==> src/rtl/pu_msp430_ram_arb.sv <==
// ============================================================================
// Module   : pu_msp430_ram_arb
// Brief    : Two-port arbiter sharing one single-port MSP430 data RAM between
//            the CPU data bus (port 0, fixed priority) and a secondary master
//            (port 1). Grants are combinational; read data returns one cycle
//            later with a valid strobe and a per-port hold register. A
//            starvation counter bounds how long port 1 can be denied.
// Revision : 1.0 - initial release
// ============================================================================
`default_nettype none

module pu_msp430_ram_arb #(
    parameter int ADDR_MSB = 6,
    parameter int MEM_SIZE = 256,
    parameter int MAX_WAIT = 3
) (
    input  logic              ram_clk,
    input  logic              ram_rst_n,
    // port 0: CPU data bus
    input  logic              p0_req,
    input  logic [ADDR_MSB:0] p0_addr,
    input  logic [1:0]        p0_wen,
    input  logic [15:0]       p0_din,
    output logic              p0_gnt,
    output logic [15:0]       p0_dout,
    output logic              p0_dvld,
    output logic              p0_err,
    // port 1: DMA / debug
    input  logic              p1_req,
    input  logic [ADDR_MSB:0] p1_addr,
    input  logic [1:0]        p1_wen,
    input  logic [15:0]       p1_din,
    output logic              p1_gnt,
    output logic [15:0]       p1_dout,
    output logic              p1_dvld,
    output logic              p1_err,
    // RAM side
    output logic [ADDR_MSB:0] ram_addr,
    output logic              ram_cen,
    output logic [1:0]        ram_wen,
    output logic [15:0]       ram_din,
    input  logic [15:0]       ram_dout
);

    localparam logic [31:0] c_WORDS    = 32'(MEM_SIZE / 2);
    localparam logic [3:0]  c_MAX_WAIT = 4'(MAX_WAIT);

    logic [3:0]        starve_q, starve_d;
    logic              rd_pend_q, rd_pend_d;
    logic              rd_port_q, rd_port_d;
    logic              rd_oor_q, rd_oor_d;
    logic [1:0]        err_q, err_d;
    logic [15:0]       hold0_q, hold0_d;
    logic [15:0]       hold1_q, hold1_d;

    logic              w_p1_win;
    logic              w_g0, w_g1, w_any;
    logic [ADDR_MSB:0] w_addr;
    logic [31:0]       w_addr_ext;
    logic [1:0]        w_wen;
    logic [15:0]       w_din;
    logic              w_in_range;
    logic              w_is_read;
    logic              w_dvld0, w_dvld1;
    logic [15:0]       w_rdata;

    // Fixed-priority arbitration, overridden for port 1 once it has starved.
    // Gating with the reset input keeps the RAM idle while reset is asserted.
    always_comb begin
        w_p1_win = (starve_q == c_MAX_WAIT);
        w_g0     = ram_rst_n & p0_req & ~(p1_req & w_p1_win);
        w_g1     = ram_rst_n & p1_req & (~p0_req | w_p1_win);
        w_any    = w_g0 | w_g1;
    end

    // Mux the granted port onto the RAM; out-of-range accesses keep CEN high.
    always_comb begin
        w_addr     = w_g1 ? p1_addr : p0_addr;
        w_wen      = w_g1 ? p1_wen  : p0_wen;
        w_din      = w_g1 ? p1_din  : p0_din;
        w_addr_ext = 32'(w_addr);
        w_in_range = (w_addr_ext < c_WORDS);
        w_is_read  = w_any & (w_wen == 2'b11);
        ram_cen    = ~(w_any & w_in_range);
        ram_addr   = w_any ? w_addr : '0;
        ram_wen    = w_any ? w_wen  : 2'b11;
        ram_din    = w_any ? w_din  : 16'h0000;
    end

    // Read return path: pass RAM data through in the valid cycle, otherwise
    // present the last value captured for that port. Out-of-range reads
    // return zero instead of whatever the RAM output happens to hold.
    always_comb begin
        w_dvld0 = rd_pend_q & ~rd_port_q;
        w_dvld1 = rd_pend_q &  rd_port_q;
        w_rdata = rd_oor_q ? 16'h0000 : ram_dout;
        hold0_d = w_dvld0 ? w_rdata : hold0_q;
        hold1_d = w_dvld1 ? w_rdata : hold1_q;
        p0_dout = hold0_d;
        p1_dout = hold1_d;
    end

    // Next-state for read tracking, error pulses and the starvation counter.
    always_comb begin
        rd_pend_d = w_is_read;
        rd_port_d = w_is_read ? w_g1 : rd_port_q;
        rd_oor_d  = w_is_read ? ~w_in_range : rd_oor_q;
        err_d     = {w_g1 & ~w_in_range, w_g0 & ~w_in_range};
        if (p1_req && !w_g1) begin
            starve_d = (starve_q >= c_MAX_WAIT) ? c_MAX_WAIT : starve_q + 4'd1;
        end else begin
            starve_d = 4'd0;
        end
    end

    // State registers; async reset also drops any in-flight read.
    always_ff @(posedge ram_clk or negedge ram_rst_n) begin
        if (!ram_rst_n) begin
            starve_q  <= 4'd0;
            rd_pend_q <= 1'b0;
            rd_port_q <= 1'b0;
            rd_oor_q  <= 1'b0;
            err_q     <= 2'b00;
            hold0_q   <= 16'h0000;
            hold1_q   <= 16'h0000;
        end else begin
            starve_q  <= starve_d;
            rd_pend_q <= rd_pend_d;
            rd_port_q <= rd_port_d;
            rd_oor_q  <= rd_oor_d;
            err_q     <= err_d;
            hold0_q   <= hold0_d;
            hold1_q   <= hold1_d;
        end
    end

    assign p0_gnt  = w_g0;
    assign p1_gnt  = w_g1;
    assign p0_dvld = w_dvld0;
    assign p1_dvld = w_dvld1;
    assign p0_err  = err_q[0];
    assign p1_err  = err_q[1];

endmodule

`default_nettype wire

==> config.mk <==
export PLATFORM = sky130hd
export DESIGN_NAME = pu_msp430_ram_arb
export DESIGN_NICKNAME = d
export VERILOG_FILES = /design/src/rtl/pu_msp430_ram_arb.sv
export SDC_FILE = /design/constraint.sdc
export NUM_CORES = 1
export LEC_CHECK = 0
export ABC_AREA = 1
export CAP_MARGIN = 30
export CORE_ASPECT_RATIO = 0.6
export CORE_MARGIN = 2
export CORE_UTILIZATION = 37
export CTS_BUF_LIST = sky130_fd_sc_hd__clkbuf_8
export CTS_CLUSTER_DIAMETER = 120
export DETAILED_ROUTE_END_ITERATION = 8
export DONT_BUFFER_PORTS = 1
export PLACE_DENSITY = 0.58
export SYNTH_ARGS = -nofsm -noshare
export SYNTH_HDL_FRONTEND = slang
export SYNTH_SLANG_ARGS = --single-unit
==> constraint.sdc <==
create_clock -name ram_clk -period 1.3 [get_ports ram_clk]
set_input_delay 0.065 -clock ram_clk [delete_from_list [all_inputs] [get_ports ram_clk]]
set_output_delay 0.065 -clock ram_clk [all_outputs]
set_load 0.02 [all_outputs]
==> impl_results.md <==
* Fin. Hold Viols at 0
* Final nets at about 380
* Placer Congestion at a little under 0.8
* Chip height at about 61 microns
* CTS buffer count at 5
* Part of the power in registers at 30.0%
* Post-DRT Antenna Nets at 0
* Synth Flop Type: dfrtp_1
* Setup crit start kind: flop
* DRC violations left at 0
* CTS Buffer Depth at 2
* Switch Pwr at roughly 2.5 mW
* Leak Pwr at roughly 1.8 nW
* Die width at slightly below 100 microns
* Io pins at around 130
* Hold_ws at between 0.02 and 0.03 ns
* Mean post-synth cell area at 8.33 sq um
* Max-cap violations at 0
* Hold crit path type: primary input to flop
* DR WL/cell at ~19 microns
* Number of global-route vias before repair at between 1,500 and 2,000
* Tot Pwr at 6.19 mW
* Synth Warn # at 0
* Outcome: finished with violations
* Final setup viols at 67
* Final worst-path cycle share at 132%
* Initial core utilization at approximately 40%
* Async SR Flop Fraction at 100%
* Placed Instances at ~320
* Setup WS post-layout at -0.421 ns
* Clock sinks at 38
* Crit path time final at roughly 1.7 ns
* Crit path arrival time at 1.66 ns
* Total negative setup slack at -16.02 ns
* Dominant cell type by area after synthesis: dfrtp_1
* Share of cells above drive strength 1 at a little over two thirds
* Max frequency at 581 MHz
* Number of flops mapped to enable cells by yosys at 0
* Clock Tree Root: clkbuf_8
* RSZ-0062 raised after global routing: yes
* Drt pass-1 iters at 4
* Die footprint at around 0.006 sq mm
* Setup crit end kind: primary output
* Worst-path fanout max at 4
* # port buffers at 0
* Most common cell in the netlist: nand2_1
* Power Density at approximately 1500 mW/mm^2
* Core area at slightly above 0.005 sq mm
* Clk slew on worst S/H paths at about 0.080 ns
* Initial antenna violation count at 0
* Worst EP required at ~1.2 ns
* Combinational share of power at a little under three fifths
* WS Path Type: flop to primary output
* GR Overflow Total at 0
* Failing checks: negative setup slack
* Diode count at 0
* Top post-synthesis cells by area: dfrtp_1, nand2_1, o21ai_0
* Post-Syn Area at 0.00198 sq mm
* Detailed Route Iter0 Violations at 95
* Vias/cell at between 5 and 6
* Max-slew violations at 0
* Switching Fraction at ~40%
* CTS tree: built
* Netlist cell types at 22
* HPWL after detailed placement at 3690 microns
* Number of synthesized register bits at 38
* Clock latency on the worst-skew pair at 0.29 ns
* R2r worst-path depth at 9
* Rows at 20
* P_int at roughly 3.7 mW
* Via count at between 1,500 and 2,000
* Largest net degree at the start of global routing at 39
* Max rail drop VDD at approximately 1.2 mV
* Synthesis-to-layout area growth at 103%
* Yosys top cell area share at a little under half
* Hold path depth at 2
* Post-synth top cells: nand2_1, dfrtp_1, o21ai_0
* Mapped Cells at ~240
* Clk pwr share at between 10 and 15%
* Global-route wire length before repair at roughly 9400 microns
* H-tree depth at 2
* Gr usage total at between 20% and 30%
* Post-Route WL at around 7200 microns
* Final Skew at 0.00635 ns
* Layout Cells excl Fill at ~380
* Post-synthesis sequential area ratio at between 40% and 50%
## worst max-delay path, stage by stage, from the launching register on
cell and delay [ns]:
dfrtp_1 0.39, ha_2 0.18, nand2_2 0.08, nand2_4 0.11, nand2_8 0.18, buf_4 0.15, nand2_2 0.06, a21oi_4 0.21
## layer usage
layer	vias to the layer above	global-route usage (%)	wire [microns]
li1	898	-	-
met1	953	27.1	3100
met2	69	35.4	3710
met3	4	5.30	364
met4	0	3.52	46
met5	-	0	0
## cells in the final DEF, fill, tap and decap left out, types with 18 or more instances in the layout
cell type / instances
nand2_4: 49
buf_6: 37
dfrtp_1: 37
o21ai_4: 33
nand2_2: 19
nand2_1: 21
buf_4: 18
a21oi_4: 23
inv_1: 20
## kinds of logic (layout without fill, tap and decap cells)
logic type	Yosys count	count (layout)	synth area share (%)
compound gates	57	57	18.0
fa+ha+maj	1	1	0.631
buf+inv	39	107	10.0
flops	38	38	47.9
other cells	1	4	0.189
simple gates	102	104	23.2
## power groups by stage
stage	sequential (mW)	clock (mW)	combinational (mW)
2_1_floorplan	1.69	0	1.44
3_3_place_gp	1.70	0	1.96
3_5_place_dp	1.72	0	1.99
4_1_cts	1.83	0.857	3.01
5_1_grt	1.90	0.920	3.67
6_report	1.86	0.841	3.49
## final cells by class
cell class,count,area (sq um)
clock inverters,2,8.76
fillers,315,1080
repair buffers,72,865
repair inverters,2,27.5
multi-input cells,166,1870
well taps,66,82.6
clock buffers,6,82.6
inverters,25,128
flip-flops and latches,38,952
## registers in the layout (all words and copies together), names as in the netlist
signal	flops
hold1_q	16
starve_q	4
rd_pend_q	1
rd_port_q	1
hold0_q	16
## what timing repair did
item | CTS | global route
cloned | 6 | 4
endpoints found under the setup margin | 61 | 67
setup buffers | 27 | 11
resized for setup | 139 | 67
endpoints found under the hold margin | 41 | 0
hold buffers | 5 | 0
pin swaps | 25 | 24
## worst paths after layout
| path | from | to | slack, ns |
|---|---|---|---|
| min in group asynchronous | ram_rst_n | hold0_q[12] | 0.22 |
| hold / removal | ram_dout[4] | hold1_q[4] | 0.03 |
| setup reg to reg | starve_q[2] | rd_port_q | -0.25 |
| max in group asynchronous | ram_rst_n | rd_pend_q | 0.87 |
| hold reg to reg | hold1_q[13] | hold1_q[13] | 0.52 |
| setup / recovery | starve_q[0] | ram_addr[6] | -0.42 |
## per-stage QoR
step	cell area (sq um)	util [%]	worst slack (ns)
global placement	2680	52.4	-0.0984
finish	4020	78.8	-0.421
detailed placement	2680	52.4	-0.135
CTS	3630	71.0	-0.378
global route	4020	78.8	-0.476
floorplan	2430	-	-0.0832
No activity file was read; power rests on OpenSTA's default activity.
